[src/rtl/fb_arb_mem_responder.sv]
// Arbiter-side responder: queues engine requests in a small FIFO, issues one per
// cycle to a synchronous framebuffer SRAM port and broadcasts read data back.
module fb_arb_mem_responder #(
  parameter int unsigned AW    = 16,
  parameter int unsigned DEPTH = 4
) (
  input  logic          clk,
  input  logic          rst_,
  input  logic          arb_in_rts,
  output logic          arb_out_rtr,
  input  logic [3:0]    arb_in_wben,
  input  logic [AW-1:0] arb_in_addr,
  input  logic [31:0]   arb_in_data,
  input  logic          arb_in_op,
  output logic [31:0]   arb_bcast_out_data,
  output logic          arb_bcast_out_xfc,
  output logic          mem_en,
  output logic [3:0]    mem_we,
  output logic [AW-1:0] mem_addr,
  output logic [31:0]   mem_wdata,
  input  logic [31:0]   mem_rdata,
  output logic          resp_is_idle,
  input  logic          tst_pop_dis
);

  localparam int unsigned PW = $clog2(DEPTH);
  localparam int unsigned CW = PW + 1;
  localparam logic [CW-1:0] CNT_ZERO = {CW{1'b0}};
  localparam logic [CW-1:0] CNT_FULL = CW'(DEPTH);

  typedef enum logic {
    ST_EMPTY   = 1'b0,
    ST_ISSUING = 1'b1
  } issue_st_e;

  typedef struct packed {
    logic          op;
    logic [3:0]    wben;
    logic [AW-1:0] addr;
    logic [31:0]   data;
  } req_t;

  req_t          fifo_q [DEPTH];
  logic [PW-1:0] wr_ptr_q, wr_ptr_d;
  logic [PW-1:0] rd_ptr_q, rd_ptr_d;
  logic [CW-1:0] count_q, count_d;

  logic          mem_en_q, mem_en_d;
  logic [3:0]    mem_we_q, mem_we_d;
  logic [AW-1:0] mem_addr_q, mem_addr_d;
  logic [31:0]   mem_wdata_q, mem_wdata_d;
  logic          rd_pend_q, rd_pend_d;
  logic [31:0]   bcast_data_q, bcast_data_d;
  logic          bcast_xfc_q, bcast_xfc_d;

  issue_st_e     issue_st_s;
  logic          full_s;
  logic          push_s;
  logic          pop_s;
  req_t          head_s;
  req_t          req_in_s;

  assign full_s   = (count_q == CNT_FULL);
  assign push_s   = arb_in_rts & ~full_s;
  assign head_s   = fifo_q[rd_ptr_q];
  assign req_in_s = '{op: arb_in_op, wben: arb_in_wben, addr: arb_in_addr, data: arb_in_data};

  // The issue "state" is purely a view of the occupancy count.
  always_comb begin
    issue_st_s = ST_EMPTY;
    if (count_q != CNT_ZERO) begin
      issue_st_s = ST_ISSUING;
    end else begin
      issue_st_s = ST_EMPTY;
    end
  end

  // Pointer/count next state and issue decode of the FIFO head.
  always_comb begin
    pop_s       = 1'b0;
    mem_en_d    = 1'b0;
    mem_we_d    = 4'h0;
    mem_addr_d  = mem_addr_q;
    mem_wdata_d = mem_wdata_q;
    rd_pend_d   = 1'b0;
    case (issue_st_s)
      ST_ISSUING: begin
        pop_s = ~tst_pop_dis;
        if (pop_s && head_s.op) begin
          mem_en_d   = 1'b1;
          mem_addr_d = head_s.addr;
          rd_pend_d  = 1'b1;
        end else if (pop_s && (head_s.wben != 4'h0)) begin
          mem_en_d    = 1'b1;
          mem_we_d    = head_s.wben;
          mem_addr_d  = head_s.addr;
          mem_wdata_d = head_s.data;
        end else begin
          // zero-byte-enable writes are consumed without touching the SRAM
          mem_en_d = 1'b0;
        end
      end
      default: begin
        pop_s = 1'b0;
      end
    endcase

    wr_ptr_d = push_s ? (wr_ptr_q + PW'(1)) : wr_ptr_q;
    rd_ptr_d = pop_s  ? (rd_ptr_q + PW'(1)) : rd_ptr_q;
    case ({push_s, pop_s})
      2'b10:   count_d = count_q + CW'(1);
      2'b01:   count_d = count_q - CW'(1);
      default: count_d = count_q;
    endcase

    if (rd_pend_q) begin
      bcast_data_d = mem_rdata;
      bcast_xfc_d  = 1'b1;
    end else begin
      bcast_data_d = bcast_data_q;
      bcast_xfc_d  = 1'b0;
    end
  end

  // FIFO storage needs no reset: only entries between the pointers are ever read.
  always_ff @(posedge clk) begin
    if (push_s) begin
      fifo_q[wr_ptr_q] <= req_in_s;
    end
  end

  // Control, SRAM port and broadcast registers.
  always_ff @(posedge clk or negedge rst_) begin
    if (!rst_) begin
      wr_ptr_q     <= {PW{1'b0}};
      rd_ptr_q     <= {PW{1'b0}};
      count_q      <= CNT_ZERO;
      mem_en_q     <= 1'b0;
      mem_we_q     <= 4'h0;
      mem_addr_q   <= {AW{1'b0}};
      mem_wdata_q  <= 32'h0;
      rd_pend_q    <= 1'b0;
      bcast_data_q <= 32'h0;
      bcast_xfc_q  <= 1'b0;
    end else begin
      wr_ptr_q     <= wr_ptr_d;
      rd_ptr_q     <= rd_ptr_d;
      count_q      <= count_d;
      mem_en_q     <= mem_en_d;
      mem_we_q     <= mem_we_d;
      mem_addr_q   <= mem_addr_d;
      mem_wdata_q  <= mem_wdata_d;
      rd_pend_q    <= rd_pend_d;
      bcast_data_q <= bcast_data_d;
      bcast_xfc_q  <= bcast_xfc_d;
    end
  end

  assign arb_out_rtr        = ~full_s;
  assign mem_en             = mem_en_q;
  assign mem_we             = mem_we_q;
  assign mem_addr           = mem_addr_q;
  assign mem_wdata          = mem_wdata_q;
  assign arb_bcast_out_data = bcast_data_q;
  assign arb_bcast_out_xfc  = bcast_xfc_q;
  assign resp_is_idle       = (count_q == CNT_ZERO) & ~rd_pend_q & ~mem_en_q;

endmodule

[config.mk]
export PLATFORM = sky130hd
export DESIGN_NAME = fb_arb_mem_responder
export DESIGN_NICKNAME = d
export VERILOG_FILES = /design/src/rtl/fb_arb_mem_responder.sv
export SDC_FILE = /design/constraint.sdc
export NUM_CORES = 1
export LEC_CHECK = 0
export ABC_CLOCK_PERIOD_IN_PS = 2600
export BUFFER_PORTS_ARGS = -buffer_cell sky130_fd_sc_hd__buf_4
export CAP_MARGIN = 20
export CORE_MARGIN = 2
export CORE_UTILIZATION = 55
export DETAILED_ROUTE_END_ITERATION = 16
export GPL_TIMING_DRIVEN = 0
export PLACE_DENSITY = 0.86
export RECOVER_POWER = 25
export SYNTH_ARGS = -nofsm -noshare
export SYNTH_HDL_FRONTEND = slang
export SYNTH_SLANG_ARGS = --single-unit
[constraint.sdc]
create_clock -name clk -period 2.6 [get_ports clk]
set_clock_uncertainty 0.05 [all_clocks]
set_input_delay 0.78 -clock clk [delete_from_list [all_inputs] [get_ports clk]]
set_output_delay 0.78 -clock clk [all_outputs]
set_load 0.03 [all_outputs]
**After elaboration in Yosys (flattened, before gate mapping)**

Memories as Yosys holds them, arrays and structs flattened.
Index checks and enable logic that the tools add are counted.

- Register bits: 94
- RAM bits: 212
- Output and inout bits: 88
- Memories kept: 1

- $add $sub $neg: 4
- Eq/ne operators: 3
- Muxes and demuxes: 16
- Bitwise operators: 8
- Reduce and logical (&&, ||, !) cells: 9

Memories:

| name | words | bits a word | rd ports | clocked after memory_dff | write ports | line | source |
|---|---|---|---|---|---|---|---|
| fifo_q | 4 | 53 | 1 | 0 | 1 | 43 | `req_t fifo_q [DEPTH];` |

Operators by type and width:

| kind | number |
|---|---|
| $mux 16 | 2 |
| $mux 4 | 3 |
| $mux 1 | 10 |
| $pmux 3 s2 | 1 |
| $not 1->1 | 5 |
| $add 2x1->2 const B | 2 |
| $reduce_bool 2->1 | 2 |
| $reduce_bool 4->1 | 1 |
| $add 3x1->3 const B | 1 |
| $and 1x1->1 | 3 |
| $eq 3x3->1 const B | 1 |
| $logic_not 3->1 | 1 |
| $reduce_and 3->1 | 1 |
| $reduce_bool 3->1 | 1 |
| $sub 3x1->3 const B | 1 |
| $eq 2x1->1 const B | 1 |
| $eq 2x2->1 const B | 1 |
| $logic_and 1x1->1 | 2 |
| $reduce_and 2->1 | 1 |

**Depth between registers and ports, before layout**

An unclocked memory read counts as a cell.

- Depth in word-level cells: 6
- Gate-level depth with buffers: 10

**Worst setup path before layout**

OpenSTA, ideal clock, no wires.

- Path type: flip-flop to flip-flop
- Start: reg count_q[0]
- End: mem fifo_q[0][0] in the netlist's numbering, enable pin
- Setup time: 0.416 ns
- Arrival: 2.144 ns
- Required time: 2.134 ns
- Path slack: -0.010 ns
- Cell stages (with the launch flop): 4
- Path buffers: 0
- Clock period less this slack: 2.610 ns
- Cells stage by stage: dfrtp_1 inv_1 nand3_1 and3_1

- Cells in the longest elaborated chain, start to end: 5

RTL lines:

| element | line | source |
|---|---|---|
| start, declared | 46 | `logic [CW-1:0] count_q, count_d;` |
| start signal, assigned | 148 | `count_q <= count_d;` |
| $eq 3x3->1 | 63 | `assign full_s = (count_q == CNT_FULL);` |
| $not 1->1 | - |  |
| via arb_out_rtr | 10 | `output logic arb_out_rtr,` |
| $and 1x1->1 | 64 | `assign push_s = arb_in_rts & ~full_s;` |
| $mux 1 | 127 | `if (push_s) begin` |
| $mux 1 (not written as such) | 128 | `fifo_q[wr_ptr_q] <= req_in_s;` |
| end, declared | 43 |  |

The timed path passes the listed nets, and every way through them passes these cells.

**Final worst setup path**

- Start: reg rd_ptr_q[0]
- End: reg mem_wdata_q[16], in the netlist mem_wdata[16]

- Cells in the longest elaborated chain, start to end: 4
- Elaborated cells between the ends (all ways): 6
- Classes of those cells: bitwise: 1; reduce/logical: 4; memory: 1

RTL lines:

| element | line | source |
|---|---|---|
| start, declared | 45 | `logic [PW-1:0] rd_ptr_q, rd_ptr_d;` |
| start signal, assigned | 136 | `rd_ptr_q <= {PW{1'b0}};` |
| start signal, assigned | 147 | `rd_ptr_q <= rd_ptr_d;` |
| $mem_v2 4x53 * | - |  |
| $reduce_bool 4->1 / $logic_and 1x1->1 (equally long branches) | 93, 89 |  |
| $logic_and 1x1->1 / $not 1->1 (equally long branches) | - |  |
| $reduce_and 3->1 (no line) | - |  |
| end signal, assigned | 152 | `mem_wdata_q <= mem_wdata_d;` |
| end, declared | 51 | `logic [31:0] mem_wdata_q, mem_wdata_d;` |

Every way passes the cells marked *; elsewhere a longest branch is shown, timed or not.
A chain may end at the register's enable or synchronous reset.

==> flow_summary.ini <==
[outcome]
status = finished clean

[drt]
drc = 0
wl_per_cell_um = 21.60
highest_layer = met5
dr.pass1.iters = 4
wl_met3_mm = 1.226
vias = 5523
ant_nets = 0
wl_met2_mm = 11.39
routed_wl_mm = 21.70
met1_length_mm = 8.583
first_iter_violations = 194
viasPerCell = 5.496

[global_route]
grt_pass1_wl_mm = 33.79
grt_start_max_net_pins = 66
grt_use_total_pct = 20.30
grt_antenna_before_repair = 1
overflow = 0
grt_pass1_vias = 6038

[clock_network]
clockBufferDepth = 3
postCtsHoldBufs = 0
htree_levels = 1
cts_buffers = 30
clk_latency_ns = 0.55
postCtsSetupBuffers = 0
cts_tree = built
cts_root_buf = clkbuf_16
clk_pin_slew_ns = 0.06
clock-sinks = 306

[worst_setup_path]
arrival_ns = 2.90
path_buf_inv = 2
cp_max_fo = 10
critical-path-top-delay-family = multiplexers
end_kind = flip-flop
cp-start-kind = flip-flop
crit_chain = buf_6, mux4_2, or4_4, nand3_4, buf_12, mux2_4
cp.required_ns = 2.97
slowest_stage = or4_4
critPathKind = flip-flop to flip-flop
slowest_delay_ns = 0.58

[synthesis]
async_flop_share_pct = 30.72
synth-edff-count = 212
ys_ff_latch = 306
syn_area_per_cell_um2 = 22.65
post_synth_instance_area_um2 = 11390
synth-seq-area-share_pct = 76.53
syn_nets = 598
ys_warn_count = 0
synth_cells = 503
synth_flop_cell = edfxtp_1
synth_cell_types = 30

[pwr]
seq_power_share_pct = 40.4
p_sw_share_pct = 32.61
finalPower_uw = 18250
p_int_uw = 12300
leakage_uw = 0.005318
clkPwrFrac_pct = 23.4
combPwrFrac_pct = 36.2
p_switching_uw = 5952
ir_worst_vdd_mv = 0.8050
p_per_area_nw_per_um2 = 1306

[cells_and_area]
nNetsFinal = 806
area_growth_pct = 22.65
layout_common_cells = 212 x edfxtp_1, 132 x buf_4, 94 x dfrtp_1, 60 x clkbuf_1, 52 x mux4_2
final_cells = 1005
drive_gt1_share_pct = 42.86
utilization_pct = 68.83
antenna_cells = 0
design_area_um2 = 13970
layout_commonest_cell = edfxtp_1

[die]
fp.dieW_um = 147.9
row_count = 52
fp.coreArea_um2 = 20300
top_level_ports = 177
die_area_um2 = 21880
start_util_pct = 56.12
die_height_um = 147.9

[sta]
min_period_ns = 2.523
finalCritPeriodShare_pct = 97.05
drv_slew = 0
setup_viol = 0
worst_slew_pin_slew_ns = 0.9664
slew_headroom_pct = 35.57
fmax_ghz = 0.3963
rsz0062_at_grt = false
hold_violations = 0

[place]
gp_congestion = 0.7160
post_dp_cell_area_um2 = 13100
portBuffers = 176
dp_hpwl_mm = 13.69
placed_cells = 950

[run]
cap_violations = 0

[hold_path]
hold_class = input pin to async pin
-- power groups by stage --
stage | registers (µW) | logic [µW] | clock network (µW)
finish | 7380 | 6610 | 4260
global route | 7510 | 7020 | 4550
CTS | 7370 | 6750 | 4330
detailed placement | 7440 | 6700 | 0
global placement | 7340 | 6470 | 0
floorplan | 8610 | 3210 | 0
-- through the flow --
step / setup TNS [ns] / setup slack, ns / hold WS (ns)
final: 0 / 0.07680 / 0.1505
after global routing: 0 / 0.01080 / 0.1633
after CTS: 0 / 0.008711 / 0.1457
after detailed placement: -0.9127 / -0.09898 / 0.3277
after global placement: -0.5947 / -0.06192 / 0.3169
after floorplan: 0 / 0.2505 / 0.3019
-- flip-flops by register name, summed over array words and instances (netlist names) --
| register | count |
|---|---|
| arb_bcast_out_xfc | 1 |
| arb_bcast_out_data | 32 |
| mem_addr | 16 |
| mem_wdata | 32 |
| rd_pend_q | 1 |
| wr_ptr_q | 2 |
| count_q | 3 |
| mem_we | 4 |
| rd_ptr_q | 2 |
| mem_en | 1 |
| fifo_q | 212 |
-- path summary, 6_finish.rpt --
path / startpoint / end / slack, ns / cells past startpoint
worst max-delay path: rd_ptr_q[0]$_DFFE_PN0P_ / mem_wdata[16]$_DFFE_PN0P_ / 0.08 / 6
worst max register to register: rd_ptr_q[0]$_DFFE_PN0P_ / mem_wdata[16]$_DFFE_PN0P_ / 0.08 / 6
min in group clk: tst_pop_dis / rd_pend_q$_DFF_PN0_ / 0.38 / 2
worst min register to register: mem_addr[14]$_DFFE_PN0P_ / mem_addr[14]$_DFFE_PN0P_ / 0.44 / 1
max in group asynchronous: rst_ / arb_bcast_out_data[21]$_DFFE_PN0P_ / 1.67 / 2
worst min-delay path: rst_ / mem_wdata[10]$_DFFE_PN0P_ / 0.15 / 1
-- final cells by class --
| cell class | count | area (µm²) |
|---|---|---|
| Inverter | 7 | 26.28 |
| Buffer | 20 | 155.1 |
| Clock buffer | 45 | 909.6 |
| Tap cell | 270 | 337.8 |
| Multi-Input combinational cell | 169 | 2552 |
| Timing Repair Buffer | 177 | 1180 |
| Fill cell | 1308 | 6327 |
| Clock inverter | 11 | 92.59 |
| Sequential cell | 306 | 8718 |
-- repair_timing --
action,4_1_cts,5_1_grt
setup endpoints to repair,20,10
hold endpoints to repair,0,0
resized for setup,7,3
-- kinds of logic (layout without fill, tap and decap cells) --
group / after synthesis / in the layout / share of synthesized area, %
fa+ha+maj: 6 / 6 / 0.7249
flops: 306 / 306 / 76.53
compound gates: 1 / 1 / 0.07689
simple gates: 19 / 19 / 1.098
buf+inv: 28 / 260 / 1.472
mux: 137 / 137 / 19.64
xor+xnor: 6 / 6 / 0.4614
-- worst register-to-register path, delay by kind of cell, from the launching register on --
| kind | cells | cell delay, ns |
|---|---|---|
| buffers and inverters | 2 | 0.35 |
| DFF | 1 | 0.34 |
| muxes | 2 | 0.89 |
| and+or+nand+nor | 2 | 0.77 |
-- cells in the mapped netlist, types with 5 or more instances --
cell type  number  area, µm²
edfxtp_1      212       6366
dfrtp_1        94       2352
mux4_2         52       1171
mux2_2         36      405.4
mux2_4         30      450.4
mux2_1         16      180.2
clkbuf_1       11      41.29
and3_1          8      50.05
inv_1           6      22.52
ha_1            5      62.56
-- routing by layer --
layer  GRT usage, %  up-vias
met3          4.012       40
li1               -     2428
met5              0        -
met1          26.22     2883
met4          4.952        2
met2          35.98      170
Note: power is estimated with default switching activity, not from simulation.
